**src/rtl/usb_tx_sched.sv**
```systemverilog
// IN-path transmit scheduler: stream FIFO plus single response buffer, sequenced onto txval/txcork/txdat/txpop.
// Optional USB_TX_RETRY_EN: stream pointer and response release commit only on a fully sent packet.
module usb_tx_sched #(
    parameter int unsigned FIFO_AW    = 9,
    parameter int unsigned MAX_PKT    = 64,
    parameter int unsigned STREAM_EP  = 1,
    parameter int unsigned RESP_EP    = 2,
    parameter int unsigned RESP_DEPTH = 64
) (
    input  logic               clk,
    input  logic               rst,
    input  logic               adc_valid,
    input  logic [7:0]         adc_data,
    input  logic               resp_valid,
    input  logic [7:0]         resp_data,
    input  logic               resp_last,
    output logic               resp_ready,
    input  logic               txact,
    input  logic [3:0]         endpt,
    input  logic               txpop,
    output logic               txval,
    output logic               txcork,
    output logic [7:0]         txdat,
    output logic [11:0]        txdat_len,
    output logic               ovf,
    input  logic               ovf_clr,
    output logic [FIFO_AW:0]   fifo_level
);
    localparam int unsigned DEPTH = 1 << FIFO_AW;
    localparam int unsigned RCW   = $clog2(RESP_DEPTH + 1);
    localparam int unsigned RAW   = (RESP_DEPTH > 1) ? $clog2(RESP_DEPTH) : 1;
    localparam logic [FIFO_AW:0] FULL_LVL = DEPTH;
    localparam logic [FIFO_AW:0] PTR_ONE  = 1;
    localparam logic [RCW-1:0]   RCNT_ONE = 1;
    localparam logic [RCW-1:0]   RCNT_TOP = RESP_DEPTH - 1;
    localparam logic [11:0]      MAX_LEN  = MAX_PKT;
    localparam logic [3:0]       S_EP     = STREAM_EP;
    localparam logic [3:0]       R_EP     = RESP_EP;

    typedef enum logic {IDLE, SEND} state_t;

    state_t             state_q, state_d;
    logic [3:0]         ep_q, ep_d;
    logic [11:0]        sent_q, sent_d, len_q, len_d;
    logic               txval_q, txval_d, txcork_q, txcork_d;
    logic [7:0]         txdat_q, txdat_d;
    logic [FIFO_AW:0]   wr_q, wr_d, rd_q, rd_d, level_q, level_d;
    logic               ovf_q, ovf_d;
    logic [RCW-1:0]     rcnt_q, rcnt_d, rrd_q, rrd_d;
    logic               rheld_q, rheld_d, rready_q, rready_d;
    logic               tx_end, pop_ok, pop_stream, pop_resp;
    logic               free_evt, fifo_wr, drop, resp_wr, resp_release;
    logic [11:0]        lvl_ext;
`ifdef USB_TX_RETRY_EN
    logic [FIFO_AW:0]   cm_q, cm_d;
    logic               pkt_done;
`endif

    logic [7:0] fifo_mem_q [DEPTH];
    logic [7:0] resp_mem_q [RESP_DEPTH];

    always_comb begin
        state_d      = state_q;
        ep_d         = ep_q;
        len_d        = len_q;
        txval_d      = txval_q;
        txcork_d     = txcork_q;
        txdat_d      = txdat_q;
        rd_d         = rd_q;
        rcnt_d       = rcnt_q;
        rrd_d        = rrd_q;
        rheld_d      = rheld_q;
        resp_release = 1'b0;
        lvl_ext      = 12'(level_q);

        tx_end     = (state_q == SEND) && !txact;
        pop_ok     = (state_q == SEND) && txpop && (sent_q < len_q);
        pop_stream = pop_ok && (ep_q == S_EP);
        pop_resp   = pop_ok && (ep_q == R_EP);
        sent_d     = pop_ok ? sent_q + 12'd1 : sent_q;

        if (pop_stream)
            rd_d = rd_q + PTR_ONE;
`ifdef USB_TX_RETRY_EN
        // Speculative rd pointer; cm is what the FIFO considers consumed.
        cm_d     = cm_q;
        pkt_done = (sent_d == len_q);
        if (tx_end && ep_q == S_EP) begin
            if (pkt_done)
                cm_d = rd_d;
            else
                rd_d = cm_q;
        end
        free_evt = tx_end && (ep_q == S_EP) && pkt_done && (len_q != '0);
        level_d  = wr_q - cm_d;
`else
        free_evt = pop_stream;
        level_d  = wr_q - rd_d;
`endif
        fifo_wr = adc_valid && ((level_q != FULL_LVL) || free_evt);
        drop    = adc_valid && !fifo_wr;
        wr_d    = fifo_wr ? wr_q + PTR_ONE : wr_q;
        if (fifo_wr)
            level_d = level_d + PTR_ONE;
        ovf_d = drop ? 1'b1 : (ovf_clr ? 1'b0 : ovf_q);

        resp_wr = resp_valid && rready_q;
        if (resp_wr) begin
            rcnt_d = rcnt_q + RCNT_ONE;
            if (resp_last || rcnt_q == RCNT_TOP)
                rheld_d = 1'b1;
        end
        if (pop_resp)
            rrd_d = rrd_q + RCNT_ONE;
        if (tx_end && ep_q == R_EP && rheld_q) begin
`ifdef USB_TX_RETRY_EN
            resp_release = pkt_done;
            rrd_d        = '0;
`else
            resp_release = 1'b1;
`endif
        end
        if (resp_release) begin
            rheld_d = 1'b0;
            rcnt_d  = '0;
            rrd_d   = '0;
        end
        rready_d = !rheld_d;

        case (state_q)
            IDLE: begin
                txval_d = 1'b0;
                if (txact) begin
                    state_d = SEND;
                    txval_d = (len_q != '0);
                end else begin
                    ep_d = endpt;
                    if (endpt == S_EP) begin
                        len_d    = (lvl_ext > MAX_LEN) ? MAX_LEN : lvl_ext;
                        txcork_d = (len_d == '0);
                        txdat_d  = fifo_mem_q[rd_d[FIFO_AW-1:0]];
                    end else if (endpt == R_EP) begin
                        len_d    = rheld_q ? 12'(rcnt_q) : '0;
                        txcork_d = !rheld_q;
                        txdat_d  = resp_mem_q[0];
                    end else begin
                        len_d    = '0;
                        txcork_d = 1'b1;
                        txdat_d  = '0;
                    end
                end
            end
            SEND: begin
                txval_d = (sent_d < len_q);
                if (ep_q == S_EP)
                    txdat_d = fifo_mem_q[rd_d[FIFO_AW-1:0]];
                else if (ep_q == R_EP)
                    txdat_d = resp_mem_q[rrd_d[RAW-1:0]];
                if (!txact) begin
                    state_d = IDLE;
                    txval_d = 1'b0;
                end
            end
            default: state_d = IDLE;
        endcase
    end

    always_ff @(posedge clk) begin
        if (rst) begin
            state_q  <= IDLE;
            ep_q     <= '0;
            sent_q   <= '0;
            len_q    <= '0;
            txval_q  <= 1'b0;
            txcork_q <= 1'b1;
            txdat_q  <= '0;
            wr_q     <= '0;
            rd_q     <= '0;
            level_q  <= '0;
            ovf_q    <= 1'b0;
            rcnt_q   <= '0;
            rrd_q    <= '0;
            rheld_q  <= 1'b0;
            rready_q <= 1'b1;
`ifdef USB_TX_RETRY_EN
            cm_q     <= '0;
`endif
        end else begin
            state_q  <= state_d;
            ep_q     <= ep_d;
            sent_q   <= (state_q == IDLE) ? 12'd0 : sent_d;
            len_q    <= len_d;
            txval_q  <= txval_d;
            txcork_q <= txcork_d;
            txdat_q  <= txdat_d;
            wr_q     <= wr_d;
            rd_q     <= rd_d;
            level_q  <= level_d;
            ovf_q    <= ovf_d;
            rcnt_q   <= rcnt_d;
            rrd_q    <= rrd_d;
            rheld_q  <= rheld_d;
            rready_q <= rready_d;
`ifdef USB_TX_RETRY_EN
            cm_q     <= cm_d;
`endif
        end
    end

    always_ff @(posedge clk) begin
        if (fifo_wr)
            fifo_mem_q[wr_q[FIFO_AW-1:0]] <= adc_data;
        if (resp_wr)
            resp_mem_q[rcnt_q[RAW-1:0]] <= resp_data;
    end

    assign txval      = txval_q;
    assign txcork     = txcork_q;
    assign txdat      = txdat_q;
    assign txdat_len  = len_q;
    assign ovf        = ovf_q;
    assign fifo_level = level_q;
    assign resp_ready = rready_q;
endmodule

```
**config.mk**
```make
export PLATFORM = sky130hd
export DESIGN_NAME = usb_tx_sched
export DESIGN_NICKNAME = d
export VERILOG_FILES = /design/src/rtl/usb_tx_sched.sv
export SDC_FILE = /design/constraint.sdc
export NUM_CORES = 2
export LEC_CHECK = 0
export CAP_MARGIN = 0
export CORE_ASPECT_RATIO = 0.9
export CORE_MARGIN = 2
export CORE_UTILIZATION = 50
export CTS_BUF_LIST = sky130_fd_sc_hd__clkbuf_16
export CTS_CLUSTER_SIZE = 8
export DETAILED_ROUTE_END_ITERATION = 10
export MAX_ROUTING_LAYER = met4
export PLACE_DENSITY = 0.65
export SYNTH_ARGS = -nofsm -noshare
export SYNTH_HDL_FRONTEND = slang
export SYNTH_MEMORY_MAX_BITS = 65536
export SYNTH_SLANG_ARGS = --single-unit
```
**constraint.sdc**
```tcl
create_clock -name clk -period 13.7 [get_ports clk]
set_clock_uncertainty 0.15 [all_clocks]
set_input_delay 1.37 -clock clk [delete_from_list [all_inputs] [get_ports clk]]
set_output_delay 1.37 -clock clk [all_outputs]
set_load 0.01 [all_outputs]
```
Word level (Yosys, flattened, before mapping)
Memories as Yosys holds them, arrays and structs flattened.
Cells that the tools add are included.
Word-level totals
  RAM bits: 4608
  bits of input ports: 28
  memories kept: 2
  output and inout bits: 34
  logic and storage cells: 92
  register bits: 86
Memories
  fifo_mem_q: depth 512, width 8, rd ports 1, clocked after memory_dff 0, wr ports 1, RTL line 59  | logic [7:0] fifo_mem_q [DEPTH];
  resp_mem_q: depth 64, width 8, rd ports 2, clocked after memory_dff 0, wr ports 1, RTL line 60  | logic [7:0] resp_mem_q [RESP_DEPTH];
Operators by class
  $lt $le $gt $ge: 3
  mux-type cells: 31
  add/subtract/negate cells: 7
  bitwise logic cells: 2
  reduce and logical (&&, ||, !) cells: 23
  equal/unequal tests: 8
Operators by type and width (number)
  two-way mux 10 bit: 4
  two-way mux 8 bit: 5
  adder 10 x 1 -> 10 bit, second input constant: 3
  < comparator 12 bit: 2
  case mux 8 bit (2 select lines): 1
  two-way mux 1 bit: 15
  adder 7 x 1 -> 7 bit, second input constant: 2
  two-way mux 7 bit: 2
  adder 12 x 1 -> 12 bit, second input constant: 1
  logical NOT 12 bit: 1
  two-way mux 12 bit: 1
  two-way mux 6 bit: 2
  nonzero test 12 bit: 1
  greater-than comparator 10 x 7 -> 1 bit, second input constant: 1
  logical AND 1 bit: 10
  != test 10 bit, second input constant: 1
  subtractor 10 bit: 1
  == test 4 x 1 -> 1 bit, second input constant: 2
  == test 4 x 2 -> 1 bit, second input constant: 2
  == test 7 x 6 -> 1 bit, second input constant: 1
  logical NOT 1 bit: 4
  AND reduction 2 bit: 2
  OR reduction 2 bit: 2
  != test 3 x 1 -> 1 bit, second input constant: 1
  other kinds (5): 7

Depth between registers and ports, before layout
An unclocked memory read counts as a cell.
  depth in word-level cells: 10
  gate-level depth with buffers: 25
  gate-level depth less buffers: 19

Least setup slack after synthesis
OpenSTA, ideal clock, no wires.
  path type: input to register
  start point: input txpop
  end point: register level_q[9], in the netlist fifo_level[9]
  arrival time: 5.531 ns
  setup time: 0.119 ns
  slack: 7.899 ns
  buffers on the path: 6
  stages on the path: 22
  data required time: 13.431 ns
  cell sequence: and4bb_2 o211ai_1 a21oi_2 nand3_1 buf_2 buf_2 buf_2 buf_2 clkbuf_1 buf_1 xnor2_1 ha_1 a31oi_1 a32oi_1 a22oi_2 maj3_1 maj3_2 xnor2_1 or2_1 nor3_1 nand3_1 mux2i_1
On the way
  cells in the longest elaborated chain, start to end: 7
  elaborated cells between the ends (all ways): 9
  classes of those cells: add/sub (2); mux (2); reduce/logical (5)
Ends and longest elaborated chain
  from (decl): RTL line 20  | input logic txpop,
  logical AND 1 bit (*) (2 in series): RTL line 77  | pop_ok = (state_q == SEND) && txpop && (sent_q < len_q);
  logical AND 1 bit (*): RTL line 78  | pop_stream = pop_ok && (ep_q == S_EP);
  two-way mux 10 bit (*): RTL line 82  | if (pop_stream)
  net rd_d[0]: RTL line 47  | logic [FIFO_AW:0] wr_q, wr_d, rd_q, rd_d, level_q, level_d;
  subtractor 10 bit (*): RTL line 98  | level_d = wr_q - rd_d;
  adder 10 x 1 -> 10 bit: RTL line 104  | level_d = level_d + PTR_ONE;
  two-way mux 10 bit (*): RTL line 103  | if (fifo_wr)
  to (signal assigned): RTL line 198  | level_q <= level_d;
  to (decl): RTL line 47
Mark *: on every way through the listed nets, which the timed path passes. The rest lies on a longest branch.
A chain may end at the register's enable or synchronous reset.

Worst setup path after layout
  start point: register rd_q[0]
  end point: register txdat_q[2], in the netlist txdat[2]
On the way
  cells in the longest elaborated chain, start to end: 6
  elaborated cells between the ends (all ways): 7
  classes of those cells: add/sub (1); mux (5); memory (1)
Ends and longest elaborated chain
  from (decl): RTL line 47
  from (signal assigned): RTL line 197  | rd_q <= rd_d;
  adder 10 x 1 -> 10 bit: RTL line 83  | rd_d = rd_q + PTR_ONE;
  two-way mux 10 bit (*): RTL line 82
  memory read (512 x 8 bit) (*)
  two-way mux 8 bit: RTL line 138  | if (endpt == S_EP) begin
  two-way mux 8 bit: RTL line 133  | if (txact) begin
  case mux 8 bit (2 select lines) (*): RTL line 130  | case (state_q)
  to (signal assigned): RTL line 195  | txdat_q <= txdat_d;
  to (decl): RTL line 46  | logic [7:0] txdat_q, txdat_d;
Mark *: on every way between the ends. The rest lies on a longest branch, timed or not. The select of a mux whose other input is x is not followed.

==> metrics.md <==
| Metric | Value |
|---|---|
| Result of the run | `complete, no violations` |
| Worst-path maximum fanout | `166` |
| Sequential cell area fraction in the yosys report | `69.5%` |
| Cells on Worst Hold Path | `2` |
| Gr ovfl total | `0` |
| FF-to-FF Start | `rd_q[0]` |
| Post-Synthesis Mean Instance Area | `14.3 µm²` |
| Nature of the critical path endpoint | `flop` |
| Initial antenna violation count | `33` |
| Die height | `606 µm` |
| Final setup violating endpoints | `0` |
| Slew at the pin with the worst max-slew slack | `1.50 ns` |
| Final GP Congestion | `0.878` |
| Mean routed wirelength per cell | `30.8 µm` |
| Total track usage | `29.0%` |
| Count of flip-flops with a built-in enable after synthesis | `4608` |
| Met1 Routed Length | `236000 µm` |
| CTS Root Cell | `sky130_fd_sc_hd__clkbuf_16` |
| Buffers added on ports | `59` |
| Tightest slew margin relative to the limit | `0.333%` |
| Highest clock rate | `122 MHz` |
| Most numerous cell on the critical path | `sky130_fd_sc_hd__buf_4` |
| Number of synthesized register bits | `4691` |
| DRC violations left | `0` |
| Type of the tightest min-delay check | `flop to flop` |
| Final Max Tran Viols | `0` |
| Synthesis warning total | `0` |
| Maximum buffer depth of the clock tree | `4` |
| Share of synthesized registers carrying an async set or reset | `0%` |
| Most common cell after layout, fill and taps aside | `sky130_fd_sc_hd__edfxtp_1` |
| Metal2 WL | `271000 µm` |
| Share of the core filled with cells in the final layout | `55.7%` |
| Critical Path Slowest Stage Cell | `sky130_fd_sc_hd__buf_4` |
| CTS Buf Count | `657` |
| Number of cells upsized or downsized after cts | `0` |
| Row cnt | `221` |
| Most frequent cells in the layout | `sky130_fd_sc_hd__edfxtp_1, sky130_fd_sc_hd__mux2i_1, sky130_fd_sc_hd__nor2_1, sky130_fd_sc_hd__nor2b_1, sky130_fd_sc_hd__a31oi_1` |
| Worst slack on hold paths | `0.331 ns` |
| Number of global-route vias before repair | `129000` |
| Startpoint of the tightest hold check path | `txcork` |
| CTS clk-pin slew, worst paths | `0.05 ns` |
| Wire length of the first global-routing pass | `860000 µm` |
| Critical register-to-register path endpoint | `txdat[2]` |
| Worst reg-to-reg setup slack | `5.49 ns` |
| Type of the worst setup path | `flop to flop` |
| Nets | `13800` |
| Overall die width | `673 µm` |
| DPL Wire Length | `338000 µm` |
| Minimum clock period | `8.21 ns` |
| Std-Cell Core Area | `402000 µm²` |
| Total leakage power | `65.0 nW` |
| Area of all placed cells without fillers | `224000 µm²` |
| Synthesized cell area | `201000 µm²` |
| Clock latency on the worst-skew pair | `1.10 ns` |
| Number of vias in the routed layout | `133000` |
| Critical path data arrival time | `9.06 ns` |
| Crit path cell chain | `buf_12 > buf_4 > a311o_1 > and2_4 > buf_4 > buf_4 > nor2_1 > nor4_1 > o41ai_1 > and3_1 > a2bb2oi_1 > o211ai_1 > mux2_2 > o21ai_1` |
| Effective utilization at floorplan | `50.1%` |
| Remaining antenna violation count after routing | `0` |
| TritonCTS clock tree | `yes` |
| CTS hold repair buffers | `0` |
| Maximum capacitance violations | `0` |
| Final Routed Wirelength | `592000 µm` |
| Maximum number of pins on one net before global-route repair | `233` |
| Crit start category | `flop` |
| Share of post-route cells with drive strength above 1 | `8.39%` |
| Detailed router's first-iteration violation count | `18300` |
| Final setup TNS | `0 ns` |
| Post-synthesis cell type count | `83` |
| Cells after synthesis | `14000` |
| Final hold violation count | `0` |
| Area overhead of the layout relative to synthesis | `11.2%` |
| Total length of routed met3 wires | `62000 µm` |
| Area enclosed by the die boundary | `408000 µm²` |
| Fillers | `31000` |
| Setup repair after global routing missed its margin | `false` |
| Maximum cell stage delay along the critical path | `0.84 ns` |
| Pwr dens | `138 nW/µm²` |
| Post-route fraction of the period consumed by the critical path | `59.9%` |
| Number of detailed-routing iterations run before antenna repair | `9` |
| Worst path required time | `14.55 ns` |
| Depth of the worst register-to-register path | `14` |
| Synth Flop Type | `sky130_fd_sc_hd__edfxtp_1` |
| Post-detailed-placement cell area | `206000 µm²` |
| Hold path endpoint | `txcork` |
| Post-CTS setup buffer count | `0` |
| VDD IR-drop max | `0.151 mV` |
| Vias/cell | `6.92` |
| Number of ports placed on the die boundary | `62` |
| Sink count of the clock tree | `4691` |
| Htree depth | `6` |
| Top Layer Used | `met4` |
==> critical path: cells and delay by family (launching register included) <==
| kind | cells | cell delay [ns] |
|---|---|---|
| multiplexers | 1 | 0.48 |
| buffers and inverters | 4 | 2.76 |
| AND/OR/NAND/NOR | 4 | 1.90 |
| flip-flops | 1 | 0.78 |
| AO/OA/AOI/OAI | 5 | 1.75 |
==> cell families (layout without fill, tap and decap cells) <==
logic type,after synthesis,count (layout),share of synthesized area (%)
flops,4691,4691,69.5
simple gates,2908,2908,7.24
compound gates,3764,3764,13.3
xor+xnor,54,54,0.235
mux,1262,1262,6.87
buf+inv,1327,1112,2.58
fa+ha+maj,37,37,0.225
other cells,1,26,0.00186
==> cells in the mapped netlist (12+ instances only) <==
cell type,n,area [µm²]
sky130_fd_sc_hd__a2111oi_0,650,5690
sky130_fd_sc_hd__nor3b_1,70,526
sky130_fd_sc_hd__nor2b_1,727,4550
sky130_fd_sc_hd__or3_1,23,144
sky130_fd_sc_hd__dfxtp_1,83,1660
sky130_fd_sc_hd__o22ai_1,671,4200
sky130_fd_sc_hd__a22oi_1,36,270
sky130_fd_sc_hd__a21o_1,36,270
sky130_fd_sc_hd__and3_1,59,369
sky130_fd_sc_hd__nor4_1,128,801
sky130_fd_sc_hd__o41ai_1,19,166
sky130_fd_sc_hd__or2_2,12,75.1
sky130_fd_sc_hd__o31a_1,16,140
sky130_fd_sc_hd__a32oi_1,14,123
sky130_fd_sc_hd__o22a_1,24,210
sky130_fd_sc_hd__and2_1,25,156
sky130_fd_sc_hd__mux2i_1,1155,11600
sky130_fd_sc_hd__nor2_1,814,3060
sky130_fd_sc_hd__edfxtp_1,4608,138000
sky130_fd_sc_hd__o2111ai_1,49,429
sky130_fd_sc_hd__nand4_1,82,513
sky130_fd_sc_hd__a21oi_1,261,1310
sky130_fd_sc_hd__o211ai_1,42,315
sky130_fd_sc_hd__o21ai_0,361,1810
sky130_fd_sc_hd__nand2_1,477,1790
sky130_fd_sc_hd__or4_1,20,150
sky130_fd_sc_hd__buf_2,129,646
sky130_fd_sc_hd__xor2_1,25,219
sky130_fd_sc_hd__ha_1,33,413
sky130_fd_sc_hd__o31ai_1,50,375
sky130_fd_sc_hd__nor3_1,174,871
sky130_fd_sc_hd__a31oi_1,707,4420
sky130_fd_sc_hd__o221ai_1,683,5980
sky130_fd_sc_hd__buf_1,144,541
sky130_fd_sc_hd__clkbuf_1,1017,3820
sky130_fd_sc_hd__xnor2_1,29,254
sky130_fd_sc_hd__inv_1,24,90.1
sky130_fd_sc_hd__nand3_1,265,1330
sky130_fd_sc_hd__mux4_2,96,2160
sky130_fd_sc_hd__a211oi_1,75,563
==> layout make-up <==
cell class	count	area, µm²	area share (%)
sequential	4691	140000	62.5
multi-input combinational	8027	56600	25.3
clock buffer	667	16700	7.45
tap	5352	6700	2.99
timing repair buffer	308	2880	1.29
clock inverter	113	1070	0.476
inverter	24	90.1	0.0402
antenna	24	60.1	0.0268
==> flip-flops by register name (all words and copies together) (netlist names) <==
signal	flops
fifo_level	10
txval	1
sent_q	12
fifo_mem_q	4096
ovf	1
rd_q	10
rheld_q	1
wr_q	10
rcnt_q	7
state_q	1
ep_q	4
resp_mem_q	512
txcork	1
txdat	8
resp_ready	1
rrd_q	6
txdat_len	10
==> stage by stage <==
step                std cells  setup slack (ns)  power, W
detailed placement      18400              5.15    0.0167
global placement        18400              5.20    0.0167
CTS                     19200              5.73    0.0310
floorplan               14000              7.90    0.0163
global route            19200              5.41    0.0316
finish                  19200              5.49    0.0309
==> per-layer routing <==
| layer | GRT usage, % | vias up |
|---|---|---|
| li1 | - | 56400 |
| met1 | 39.4 | 67500 |
| met2 | 43.6 | 7778 |
| met3 | 5.41 | 1245 |
| met4 | 11.2 | 0 |
| met5 | - | - |
==> report_power, final <==
group          internal [W]  total (W)  switching [W]
Sequential           0.0158     0.0158      0.0000203
Clock               0.00858     0.0144        0.00586
Combinational      0.000119   0.000659       0.000540
Total                0.0245     0.0309        0.00642
==> worst max path at each step <==
stage / slack [ns] / startpoint / to / cells after the start
floorplan: 7.90 / txpop / fifo_level[9] / 22
global placement: 5.20 / txpop / txdat[2] / 17
detailed placement: 5.15 / txpop / txdat[2] / 17
CTS: 5.73 / rd_q[0] / txdat[2] / 14
global route: 5.41 / rd_q[0] / txdat[2] / 14
finish: 5.49 / rd_q[0] / txdat[2] / 14
(Power assumes the default switching activity.)
